<file path="src/rtl/multi_countdown_pkg.sv">
// Shared types, command codes and the preset sanitiser for the multi-channel
// MM:SS BCD countdown block.
package multi_countdown_pkg;

  localparam int BCD_W = 4;
  localparam int DIGITS = 4;
  localparam int CNT_W = BCD_W * DIGITS;

  localparam logic [1:0] CMD_LOAD        = 2'd0;
  localparam logic [1:0] CMD_START       = 2'd1;
  localparam logic [1:0] CMD_STOP        = 2'd2;
  localparam logic [1:0] CMD_CLEAR_ALARM = 2'd3;

  typedef enum logic [1:0] {
    IDLE    = 2'd0,
    RUN     = 2'd1,
    PAUSE   = 2'd2,
    EXPIRED = 2'd3
  } state_t;

  // Clamp each BCD digit to its legal range: {min_tens, min_ones, sec_tens, sec_ones}.
  function automatic logic [CNT_W-1:0] sanitise(input logic [CNT_W-1:0] d);
    logic [BCD_W-1:0] mt, mo, st, so;
    mt = (d[15:12] > 4'd9) ? 4'd9 : d[15:12];
    mo = (d[11:8]  > 4'd9) ? 4'd9 : d[11:8];
    st = (d[7:4]   > 4'd5) ? 4'd5 : d[7:4];
    so = (d[3:0]   > 4'd9) ? 4'd9 : d[3:0];
    return {mt, mo, st, so};
  endfunction

endpackage

</file>
<file path="src/rtl/countdown_channel.sv">
// One MM:SS countdown channel: control FSM, preset and count registers and
// the BCD borrow chain used for the per-second decrement.
module countdown_channel
  import multi_countdown_pkg::*;
(
  input  logic              clk,
  input  logic              reset,
  input  logic              tick_en,
  input  logic              cmd_hit,
  input  logic [1:0]        cmd,
  input  logic [CNT_W-1:0]  preset,
  input  logic              auto_reload,
  output logic [CNT_W-1:0]  digits,
  output logic              running,
  output logic              done_pulse,
  output logic              alarm
);

  state_t            state;
  logic [CNT_W-1:0]  preset_q;
  logic [CNT_W-1:0]  count_q;
  logic [CNT_W-1:0]  count_dec;
  logic [BCD_W-1:0]  mt, mo, st, so;

  // MM:SS borrow chain; seconds wrap 0 -> 59, minutes ones wrap 0 -> 9.
  always_comb begin
    mt = count_q[15:12];
    mo = count_q[11:8];
    st = count_q[7:4];
    so = count_q[3:0];
    if (so != 4'd0) begin
      so = so - 4'd1;
    end else begin
      so = 4'd9;
      if (st != 4'd0) begin
        st = st - 4'd1;
      end else begin
        st = 4'd5;
        if (mo != 4'd0) begin
          mo = mo - 4'd1;
        end else begin
          mo = 4'd9;
          mt = mt - 4'd1;
        end
      end
    end
    count_dec = {mt, mo, st, so};
  end

  // A command to this channel takes priority; a tick in the same cycle is dropped.
  always_ff @(posedge clk or negedge reset) begin
    if (!reset) begin
      state      <= IDLE;
      preset_q   <= '0;
      count_q    <= '0;
      running    <= 1'b0;
      done_pulse <= 1'b0;
      alarm      <= 1'b0;
    end else begin
      done_pulse <= 1'b0;
      if (cmd_hit) begin
        case (cmd)
          CMD_LOAD: begin
            preset_q <= sanitise(preset);
            count_q  <= sanitise(preset);
            state    <= IDLE;
            running  <= 1'b0;
          end
          CMD_START: begin
            if (preset_q != '0) begin
              if (state != PAUSE) count_q <= preset_q;
              state   <= RUN;
              running <= 1'b1;
            end
          end
          CMD_STOP: begin
            if (state == RUN) begin
              state   <= PAUSE;
              running <= 1'b0;
            end
          end
          CMD_CLEAR_ALARM: alarm <= 1'b0;
          default: ;
        endcase
      end else if (tick_en && state == RUN) begin
        if (count_q == 16'h0001) begin
          done_pulse <= 1'b1;
          alarm      <= 1'b1;
          if (auto_reload) begin
            count_q <= preset_q;
          end else begin
            count_q <= '0;
            state   <= EXPIRED;
            running <= 1'b0;
          end
        end else begin
          count_q <= count_dec;
        end
      end
    end
  end

  assign digits = count_q;

endmodule

</file>
<file path="src/rtl/multi_countdown.sv">
// CHANNELS independent MM:SS countdown timers sharing one 1 s tick, with a
// channel-addressed command port and flattened per-channel digit outputs.
module multi_countdown
  import multi_countdown_pkg::*;
#(
  parameter int CHANNELS = 4,
  parameter int CH_W     = 2
) (
  input  logic                      clk,
  input  logic                      reset,
  input  logic                      tick,
  input  logic                      global_en,
  input  logic                      cmd_valid,
  input  logic [1:0]                cmd,
  input  logic [CH_W-1:0]           cmd_ch,
  input  logic [CNT_W-1:0]          preset_digits,
  input  logic [CHANNELS-1:0]       auto_reload,
  output logic [CNT_W*CHANNELS-1:0] digits,
  output logic [CHANNELS-1:0]       running,
  output logic [CHANNELS-1:0]       done_pulse,
  output logic [CHANNELS-1:0]       alarm
);

  // cmd_valid is a one-cycle strobe with no ready: it is always accepted on the
  // edge where it is high, and a cmd_ch matching no channel is silently dropped.
  logic tick_en;
  assign tick_en = tick & global_en;

  for (genvar k = 0; k < CHANNELS; k++) begin : g_ch
    logic cmd_hit;
    assign cmd_hit = cmd_valid && (cmd_ch == CH_W'(k));

    countdown_channel u_ch (
      .clk         (clk),
      .reset       (reset),
      .tick_en     (tick_en),
      .cmd_hit     (cmd_hit),
      .cmd         (cmd),
      .preset      (preset_digits),
      .auto_reload (auto_reload[k]),
      .digits      (digits[CNT_W*k +: CNT_W]),
      .running     (running[k]),
      .done_pulse  (done_pulse[k]),
      .alarm       (alarm[k])
    );
  end

endmodule
</file>
<file path="config.mk">
export PLATFORM = sky130hd
export DESIGN_NAME = multi_countdown
export DESIGN_NICKNAME = d
export VERILOG_FILES = /design/src/rtl/multi_countdown_pkg.sv /design/src/rtl/countdown_channel.sv /design/src/rtl/multi_countdown.sv
export SDC_FILE = /design/constraint.sdc
export NUM_CORES = 1
export LEC_CHECK = 0
export BUFFER_PORTS_ARGS = -buffer_cell sky130_fd_sc_hd__buf_2
export CAP_MARGIN = 10
export CORE_MARGIN = 1
export CORE_UTILIZATION = 50
export DETAILED_ROUTE_END_ITERATION = 8
export PLACE_DENSITY = 0.79
export SLEW_MARGIN = 10
export SYNTH_ARGS = -nofsm -noshare
export SYNTH_HDL_FRONTEND = slang
export SYNTH_HIERARCHICAL = 1
export SYNTH_SLANG_ARGS = --single-unit
</file>
<file path="constraint.sdc">
create_clock -name clk -period 3 [get_ports clk]
set_input_delay 0.15 -clock clk [delete_from_list [all_inputs] [get_ports clk]]
set_output_delay 0.15 -clock clk [all_outputs]
set_load 0.01 [all_outputs]
</file>
[Word-level counts from Yosys, hierarchy flattened]
Index checks and enable logic that the tools add are counted.
Storage, ports and cells
  bits in registers: 148
  bits in latches: 0
  RAM bits: 0
  ROM bits: 0
  output and inout bits: 76
  memories: 0
Operators by class
  add/sub/neg operators: 16
  $mul: 0
  divide/modulo/power cells: 0
  $lt $le $gt $ge: 4
  equal/unequal tests: 58
  shift operators: 0
  mux-type cells: 149
  bitwise gates (word level): 1
  reduce and logical (&&, ||, !) cells: 62
Operators by type and width (count)
  16-bit 2-to-1 mux: 24
  4-bit 2-to-1 mux: 40
  16-bit case mux with 2 select lines: 4
  16-bit by 1-bit == test with 1-bit output, second input constant: 4
  16-bit nonzero test: 4
  4-bit by 1-bit subtractor with 4-bit output, second input constant: 16
  1-bit 2-to-1 mux: 49
  2-bit 2-to-1 mux: 24
  6-bit AND reduction: 8
  4-bit nonzero test: 12
  3-bit by 2-bit inequality test with 1-bit output, second input constant: 12
  3-bit inequality test, second input constant: 12
  7-bit AND reduction: 4
  2-bit case mux with 3 select lines: 4
  5-bit AND reduction: 4
  2-bit by 1-bit inequality test with 1-bit output, second input constant: 8
  4-bit by 1-bit inequality test with 1-bit output, second input constant: 4
  4-bit AND reduction: 4
  2-bit nonzero test: 8
  2-bit by 1-bit == test with 1-bit output, second input constant: 6
  4-bit > comparator, second input constant: 3
  3-bit by 1-bit inequality test with 1-bit output, second input constant: 4
  1-bit case mux with 3 select lines: 4
  3-bit AND reduction: 4
  other kinds (7): 24

[Longest topological paths before layout]
  depth in word-level cells: 7
  depth in mapped cells: 9
  depth with buffers taken out: 7

[Modules after synthesis]
Netlist, hierarchy kept.
Modules (own cells, without submodules)
  countdown_channel (g_ch[1].u_ch ...): times used 3, cells an instance 269, area each 2402.3 um^2, sequential area each 925.9 um^2
  countdown_channel (g_ch[0].u_ch): times used 1, cells an instance 248, area each 2255.9 um^2, sequential area each 925.9 um^2
  multi_countdown: times used 1, cells an instance 5, area each 43.8 um^2, sequential area each 0.0 um^2

[Worst setup path after synthesis]
OpenSTA, ideal clock, no wires.
  path type: flip-flop to flip-flop
  from: register g_ch[1].u_ch.count_q[4]
  to: register g_ch[1].u_ch.count_q[15]
  arrival time: 2.142 ns
  required time: 2.875 ns
  path slack: 0.733 ns
  stages on the path, launching flop included: 8
  path buffers: 2
  period minus slack after synthesis: 2.267 ns
  path through: dfrtp_1 -> buf_6 -> or4_4 -> nor4_4 -> buf_6 -> nor2_4 -> a221o_1 -> mux2_4
Between the ends
  longest elaborated chain between the ends: 4
  elaborated cells on any way between the ends: 9
RTL lines
  start, declared: RTL line countdown_channel.sv:21  | logic [CNT_W-1:0] count_q;
  start signal, assigned: RTL line countdown_channel.sv:65  | count_q <= sanitise(preset);
  start signal, assigned: RTL line countdown_channel.sv:71  | if (state != PAUSE) count_q <= preset_q;
  start signal, assigned: RTL line countdown_channel.sv:90  | count_q <= preset_q;
  branches (longest 4 deep; another with 16-bit by 1-bit == test with 1-bit output)
Several ways; the timed one is not identified. The select of a mux whose other input is x is not followed.
A chain may end at the register's enable or synchronous reset.

[Final worst setup path]
  from: register g_ch[0].u_ch.count_q[8]
  to: register g_ch[0].u_ch.count_q[12]
Between the ends
  longest elaborated chain between the ends: 4
  elaborated cells on any way between the ends: 9
RTL lines (RTL line)
  start, declared: countdown_channel.sv:21
  start signal, assigned: countdown_channel.sv:65
  start signal, assigned: countdown_channel.sv:71
  start signal, assigned: countdown_channel.sv:90
  branches (longest 4 deep; another with 16-bit by 1-bit == test with 1-bit output)
Several ways; the timed one is not identified. The select of a mux whose other input is x is not followed.

==> impl_metrics.tcl <==
set metrics [dict create \
    status "finished clean" \
    fillCellCount 1601 \
    place_congestion 0.9296 \
    clkTransAtPathRegs_ns 0.06 \
    antenna_found_initial 0 \
    r2r-start "g_ch[0].u_ch/digits[8]$_DFFE_PN0P_" \
    grt_pass1_vias 8230 \
    post_synth.cell_area_avg_um2 8.969 \
    cts_inserted_buffers 17 \
    ant_nets 0 \
    diodes 0 \
    synth-seq-area-share 0.3896 \
    rsz0062_at_grt "false" \
    worstHoldStart "preset_digits[0]" \
    wl_per_cell_um 18.50 \
    drcViolationCount 0 \
    netlist_area_um2 9507 \
    synth_flop_cell "dfrtp_1" \
    drt_first_iter_violations 720 \
    post_cts_buffers 0 \
    via_count 8595 \
    ys_warn_count 6 \
    leakagePower_nw 4.830 \
    cp_max_fo 12 \
    skew_ns 0.006332 \
    initial_core_util 0.5099 \
    holdPathStages 3 \
    synth-seq-cells 148 \
    coreArea_um2 18640 \
    grt_pass1_wl_um 42500 \
    insertion_delay_ns 0.43 \
    clk_path_buf_depth 2 \
    die-area_um2 19570 \
    worstHoldEndpoint "g_ch[2].u_ch/preset_q[0]$_DFFE_PN0P_" \
    timing.rr.end "g_ch[0].u_ch/digits[12]$_DFFE_PN0P_" \
    cts_resized 0 \
    hpwlAfterDp_um 18090 \
    grt_usage 0.2711 \
    io_buffers 104 \
    rr_worst_depth 6 \
    setup_tns_ns 0 \
    drv_cap 0 \
    max_freq_mhz 393.1 \
    grt_max_degree 77 \
    arrival_ns 2.85 \
    drtPass1Iterations 6 \
    critPathCaptureType "register" \
    synth_cell_types 70 \
    slew_headroom 0.3068 \
    cts_hold_buf 1 \
    period_share 0.8480 \
    pre_cts_ws_ns 0.5265 \
    final_layout_size_suffix_gt1_frac 0.2121 \
    viasPerCell 6.166 \
    final_cell_mix "dfrtp_1, nand2_1, o21ai_0, buf_2, nor2_1" \
    netlist_instances 1060 \
    ios 105 \
    reg2reg_slack_ns 0.46 \
    wl_um 25790 \
    synth.net_count 1114 \
    setup_viol 0 \
    worstHoldPathType "input port to register" \
    required_ns 3.31 \
    ir_drop_mv 0.4185 \
    cts_sinks 148 \
    crit_path_start_kind "register" \
    fp.dieW_um 139.9 \
    synth-edff-count 0 \
    cts_tree "built" \
    crit_type "register to register" \
    area_growth_pct 13.90 \
    final_cells 1394 \
    synthArstFlopShare 1.000 \
    slew_violations 0 \
    clock-root-buffer "clkbuf_16" \
    placementRows 50 \
    h-tree-depth 4 \
    final_nets 1201 \
    die_h_um 139.9 \
    place_inst 1361 \
    final_core_util 0.5808 \
    final_common_cell "dfrtp_1" \
    hold_viol_final 0 \
    grt-ovfl-total 0 \
    p_per_area_nw_per_um2 764.0 \
    min_period_ns 2.544 \
    worst_pin_slew_ns 1.040 \
    setup_slack_ns 0.4561 \
]
==> metrics by stage <==
step | power [mW] | area [µm²] | hold slack, ns
4_1_cts | 8.258 | 10830 | 0.1120
2_1_floorplan | 5.058 | 9507 | -0.1456
3_3_place_gp | 5.956 | 10200 | 0.2313
3_5_place_dp | 6.023 | 10200 | 0.2226
5_1_grt | 8.789 | 10830 | 0.1242
6_report | 8.272 | 10830 | 0.1194
==> critical path, cell delays in order, from the launching register on <==
cell     delay [ns]
dfrtp_1        0.44
nor3_2         0.11
and3_1         0.19
buf_4          0.17
a21oi_1        0.80
a21oi_1        0.35
mux2_2         0.37
==> sequential cells by signal, indices dropped and copies added (netlist names) <==
| signal | count |
|---|---|
| g_ch.u_ch/done_pulse | 4 |
| g_ch.u_ch/preset_q | 64 |
| g_ch.u_ch/running | 4 |
| g_ch.u_ch/alarm | 4 |
| g_ch.u_ch/state | 8 |
| g_ch.u_ch/digits | 64 |
==> layer usage <==
layer | GRT usage | wire, µm
met1 | 0.3757 | 11510
met2 | 0.4258 | 11900
met3 | 0.05094 | 1806
met4 | 0.09370 | 573
met5 | 0 | 0
==> logic make-up after synthesis <==
logic type               after synthesis  synth area share
multiplexers                          66           0.07765
AO/OA/AOI/OAI                        321            0.2195
AND/OR/NAND/NOR                      388            0.2248
XOR/XNOR                               6          0.005528
buffers and inverters                106           0.05001
adder cells (fa/ha/maj)               25           0.03290
flip-flops                           148            0.3896
==> final cells by class <==
class / instances / area (µm²) / share of cell area
timing repair buffer: 126 / 706.9 / 0.06529
clock inverter: 8 / 95.09 / 0.008782
multi-input combinational: 806 / 5328 / 0.4920
clock buffer: 24 / 521.8 / 0.04819
inverter: 48 / 180.2 / 0.01664
sequential: 148 / 3704 / 0.3420
tap: 234 / 292.8 / 0.02704
==> how the worst max path moves through the flow <==
stage | start | endpoint | slack, ns
2_1_floorplan | g_ch[1].u_ch/digits[4]$_DFFE_PN0P_ | g_ch[1].u_ch/digits[15]$_DFFE_PN0P_ | 0.73
3_3_place_gp | g_ch[3].u_ch/digits[9]$_DFFE_PN0P_ | g_ch[3].u_ch/digits[13]$_DFFE_PN0P_ | 0.58
3_5_place_dp | g_ch[3].u_ch/digits[8]$_DFFE_PN0P_ | g_ch[3].u_ch/digits[4]$_DFFE_PN0P_ | 0.53
4_1_cts | g_ch[0].u_ch/digits[8]$_DFFE_PN0P_ | g_ch[0].u_ch/digits[12]$_DFFE_PN0P_ | 0.49
5_1_grt | g_ch[0].u_ch/digits[8]$_DFFE_PN0P_ | g_ch[0].u_ch/digits[12]$_DFFE_PN0P_ | 0.34
6_report | g_ch[0].u_ch/digits[8]$_DFFE_PN0P_ | g_ch[0].u_ch/digits[12]$_DFFE_PN0P_ | 0.46
==> synth_stat cells (all sizes together) (5+ instances only) <==
cell,count,area [µm²]
mux2,47,548.0
nor4,30,247.7
nand2b,46,287.8
inv,48,180.2
or4,10,97.59
ha,25,312.8
and2,12,75.07
buf,24,167.7
o21ai,127,635.6
o211ai,6,45.04
and3b,8,70.07
nor2b,9,56.30
or3b,6,52.55
a22o,10,87.58
a211oi,17,127.6
nor2,59,251.5
a221oi,5,43.79
nor3,36,190.2
or2,11,68.82
o21a,20,150.1
dfrtp,148,3704
clkbuf,34,127.6
o22ai,11,68.82
mux2i,19,190.2
o31ai,10,75.07
a21oi,49,267.8
o21bai,9,67.56
nand3,7,35.03
a21o,5,37.54
o311ai,6,52.55
nand3b,8,60.06
a221o,7,70.07
nand2,126,473.0
o221ai,12,105.1
==> report_power, final <==
part | switching (mW) | internal, mW
registers | 0.757 | 2.51
logic | 1.50 | 1.31
clock network | 0.829 | 1.37
Power figures use the tool's default switching activity.
